`src/rtl/reg_file_bypass.sv`:
```
// reg_file_bypass: 2R/1W architectural register file
// with same-cycle WB-to-ID write bypass and async clear.
module reg_file_bypass #(
  parameter int DATA_W   = 16,
  parameter int ADDR_W   = 4,
  parameter bit ZERO_REG = 1'b1
) (
  input  logic              clk,
  input  logic              rst_n,
  input  logic [ADDR_W-1:0] SrcReg1,
  input  logic [ADDR_W-1:0] SrcReg2,
  input  logic [ADDR_W-1:0] DstReg,
  input  logic              WriteReg,
  input  logic [DATA_W-1:0] DstData,
  output logic [DATA_W-1:0] SrcData1,
  output logic [DATA_W-1:0] SrcData2
);

  localparam int NREG = 1 << ADDR_W;

  logic [NREG-1:0]   wordline;
  logic [DATA_W-1:0] mem [NREG];
  logic              wrLive;

  // one-hot wordline, gated by enable; R0 masked when hardwired
  always_comb begin
    wordline = '0;
    if (WriteReg) wordline[DstReg] = 1'b1;
    if (ZERO_REG) wordline[0] = 1'b0;
  end

  assign wrLive = |wordline;

  // register array: async clear, one-hot load on rising edge
  always_ff @(posedge clk or negedge rst_n) begin
    if (!rst_n) begin
      for (int i = 0; i < NREG; i++) mem[i] <= '0;
    end else begin
      for (int i = 0; i < NREG; i++)
        if (wordline[i]) mem[i] <= DstData;
    end
  end

  // read port 1: array, then bypass, then R0 and reset forcing
  always_comb begin
    SrcData1 = mem[SrcReg1];
    if (wrLive && (DstReg == SrcReg1)) SrcData1 = DstData;
    if (ZERO_REG && (SrcReg1 == '0)) SrcData1 = '0;
    if (!rst_n) SrcData1 = '0;
  end

  // read port 2: same priority as port 1
  always_comb begin
    SrcData2 = mem[SrcReg2];
    if (wrLive && (DstReg == SrcReg2)) SrcData2 = DstData;
    if (ZERO_REG && (SrcReg2 == '0)) SrcData2 = '0;
    if (!rst_n) SrcData2 = '0;
  end

endmodule

```
`config.mk`:
```
export PLATFORM = sky130hd
export DESIGN_NAME = reg_file_bypass
export DESIGN_NICKNAME = d
export VERILOG_FILES = /design/src/rtl/reg_file_bypass.sv
export SDC_FILE = /design/constraint.sdc
export NUM_CORES = 1
export LEC_CHECK = 0
export ABC_AREA = 1
export BUFFER_PORTS_ARGS = -buffer_cell sky130_fd_sc_hd__clkbuf_2
export CAP_MARGIN = 20
export CORE_MARGIN = 8
export CORE_UTILIZATION = 45
export CTS_BUF_LIST = sky130_fd_sc_hd__clkbuf_4
export CTS_CLUSTER_DIAMETER = 100
export DETAILED_ROUTE_END_ITERATION = 6
export SKIP_LAST_GASP = 1
export SLEW_MARGIN = 10
export SYNTH_ARGS = -nofsm -noshare
export SYNTH_HDL_FRONTEND = slang
export SYNTH_SLANG_ARGS = --single-unit
export TNS_END_PERCENT = 50
```
`constraint.sdc`:
```
create_clock -name clk -period 2.05 [get_ports clk]
set_input_delay 0.5125 -clock clk [delete_from_list [all_inputs] [get_ports clk]]
set_output_delay 0.5125 -clock clk [all_outputs]
set_load 0.01 [all_outputs]
```
==> results.json <==
{
  "maxCapViolations": 0,
  "status": "finished, violations left",
  "routed_via_density": 5.659,
  "fin_skew_ns": 0,
  "tns_ns": -11.37,
  "place.gp.congestion": 0.8952,
  "clockBufferDepth": 3,
  "hp-class": "in -> reg",
  "core_um2": 31390,
  "grt_util_met3": 0.04859,
  "p_per_area_nw_per_um2": 845.0,
  "violations": "setup timing",
  "first_iter_violations": 1588,
  "n_fill_cell": 3118,
  "port_buffers": 62,
  "finalNonFillerCells": 2708,
  "root_buffer": "clkbuf_4",
  "worst_pin_slew_ns": 0.8022,
  "p_clk_frac": 0.304,
  "dp_cells": 2565,
  "grt_pass1_vias": 14570,
  "post-route-util": 0.5522,
  "post_dp_cell_area_um2": 15980,
  "dp_hpwl_um": 35220,
  "syn_nets": 2149,
  "grt.met1_usage": 0.3792,
  "largest_reg_flops": 240,
  "reg_top3": "mem (240)",
  "io-pin-count": 63,
  "final_cell_area_um2": 17340,
  "worstPathMaxFanout": 2,
  "startpoint_type": "flip-flop",
  "ys_warn_count": 0,
  "nNetsFinal": 2286,
  "ys_seq_elements": 240,
  "cts_sinks": 240,
  "crit_type": "reg -> out",
  "cts_tree": "built",
  "netSwitchingFraction": 0.3526,
  "finalSetupViolCount": 32,
  "die_w_um": 194.1,
  "synth.cell_area_um2": 14270,
  "wl_per_cell_um": 20.10,
  "gr-total-overflow": 0,
  "drive_gt1_frac": 0.1987,
  "totalWireLength_um": 54430,
  "crit_arrival_ns": 1.99,
  "synth_seq_area_share": 0.4208,
  "cts_made_buffers": 70,
  "avgSynthCellArea_um2": 6.738,
  "min_period_ns": 2.499,
  "rows": 65,
  "synth.distinct_cells": 26,
  "postRouteAntennaNets": 0,
  "pwr-share-seq": 0.445,
  "synthCells": 2118,
  "intPower_mw": 9.483,
  "dieArea_um2": 37670,
  "min_period_over_period": 1.219,
  "grt_first_pass_wirelength_um": 84990,
  "grt_util_met2": 0.4471,
  "clk_pin_slew_ns": 0.06,
  "report.final.slew_viol_count": 0,
  "top_register": "mem",
  "grt_usage": 0.2843,
  "p_sw_mw": 5.165,
  "grt.busiest_layer": "met2",
  "die_h_um": 194.1,
  "end_kind": "primary output",
  "insertion_delay_ns": 0.71,
  "hold_viol_final": 0,
  "ir_worst_vdd_mv": 0.4099,
  "drc_errors": 0,
  "htreeDepth": 3,
  "grt_max_degree": 145,
  "rsz0062_at_grt": "true",
  "crit_required_ns": 1.54,
  "dr_total_vias": 15320,
  "p_comb_frac": 0.251,
  "fmax_mhz": 400.2,
  "timing.final.ws_setup_ns": -0.4485,
  "slew_headroom": 0.4652,
  "initial_core_util": 0.4546,
  "firstDrtPassIters": 6,
  "leakage_nw": 8.493,
  "antenna_found_initial": 1,
  "area_delta_synth_final_pct": 21.47
}
-- cell usage in the layout, fill, tap and decap left out, types with 3 or more instances in the layout --
cell type | netlist | layout
nand2_2 | 3 | 26
nand2_1 | 840 | 815
buf_2 | 68 | 7
nor2_4 | 1 | 6
o21ai_2 | 0 | 6
buf_12 | 0 | 41
o21ai_0 | 254 | 236
buf_6 | 5 | 16
clkinv_1 | 0 | 16
clkbuf_4 | 0 | 106
nand3_2 | 0 | 17
inv_1 | 72 | 60
nor2_2 | 20 | 31
inv_2 | 11 | 21
inv_4 | 1 | 3
nand3_1 | 372 | 355
nor2_1 | 74 | 58
o21ai_1 | 0 | 12
buf_4 | 9 | 115
dfrtp_1 | 240 | 240
a21oi_1 | 49 | 48
clkbuf_2 | 0 | 44
dlygate4sd3_1 | 0 | 5
-- metrics by stage --
step | setup WS, ns | hold WS (ns) | power, mW
2_1_floorplan | -0.001351 | 0.2169 | 8.664
3_3_place_gp | -0.5009 | 0.4670 | 9.896
3_5_place_dp | -0.4844 | 0.4762 | 9.975
4_1_cts | -0.4731 | 0.003655 | 14.57
5_1_grt | -0.5766 | 0.05907 | 15.59
6_report | -0.4485 | 0.04002 | 14.65
-- layout make-up --
class                   instances  area, um2  share of cell area
clock buffers                 101      758.2             0.04374
diodes                          1      2.502           0.0001444
flip-flops and latches        240       6006              0.3464
multi-input cells            1625       7423              0.4282
repair buffers                234       2222              0.1282
well taps                     402      503.0             0.02901
inverters                      84      336.6             0.01942
clock inverters                21      83.83            0.004836
-- repair_timing --
| item | in CTS | in global routing |
|---|---|---|
| hold endpoints to repair | 100 | 0 |
| cloned | 0 | 0 |
| pin swaps | 37 | 42 |
| setup buffers | 8 | 7 |
| hold buffers | 5 | 0 |
| resized for setup | 51 | 81 |
| endpoints found under the setup margin | 32 | 32 |
-- synth_stat cells (all sizes together) --
| cell | n | share of area |
|---|---|---|
| nand4 | 4 | 0.0037 |
| nor3 | 2 | 0.0023 |
| o21ai | 254 | 0.089 |
| a31oi | 2 | 0.0030 |
| and3 | 1 | 0.00044 |
| dfrtp | 240 | 0.42 |
| nand3 | 372 | 0.13 |
| inv | 84 | 0.022 |
| nor2 | 96 | 0.030 |
| nand2 | 844 | 0.22 |
| buf | 95 | 0.036 |
| a21oi | 49 | 0.017 |
| a41oi | 1 | 0.0019 |
| clkbuf | 74 | 0.019 |
-- cells by family after synthesis --
logic type,after synthesis,synth area share
compound gates,306,0.1112
buf+inv,253,0.07768
flops,240,0.4208
simple gates,1319,0.3903
-- power by group through the flow --
stage / combinational, mW / clock (mW) / sequential [mW]
after floorplan: 2.30 / 0 / 6.36
after global placement: 3.33 / 0 / 6.57
after detailed placement: 3.40 / 0 / 6.57
after CTS: 3.52 / 4.56 / 6.50
after global routing: 4.13 / 4.81 / 6.65
final: 3.67 / 4.46 / 6.52
-- per-layer routing --
| metal | up-vias | share of wire |
|---|---|---|
| li1 | 7177 | - |
| met1 | 7205 | 0.43 |
| met2 | 778 | 0.45 |
| met3 | 164 | 0.086 |
| met4 | 0 | 0.040 |
| met5 | - | 0 |
-- critical path: stages (launching register included) --
cell     delay [ns]
dfrtp_1        0.37
nand2_1        0.06
nand3_1        0.09
nand2_1        0.09
nand2_1        0.10
nand2_1        0.06
nand2_1        0.05
nand2_1        0.08
nand2_1        0.08
inv_2          0.04
nor2_4         0.14
buf_6          0.13
-- path summary, 6_finish.rpt --
kind,slack (ns),depth (start not counted),to,start
min,0.04,3,mem[144],DstData[0]
max,-0.45,11,SrcData2[7],mem[167]
min reg2reg,0.49,2,mem[27],mem[27]
max reg2reg,1.26,3,mem[133],mem[133]
min in group asynchronous,0.48,3,mem[67],rst_n
max in group asynchronous,0.36,4,mem[178],rst_n
(Power assumes the default switching activity.)
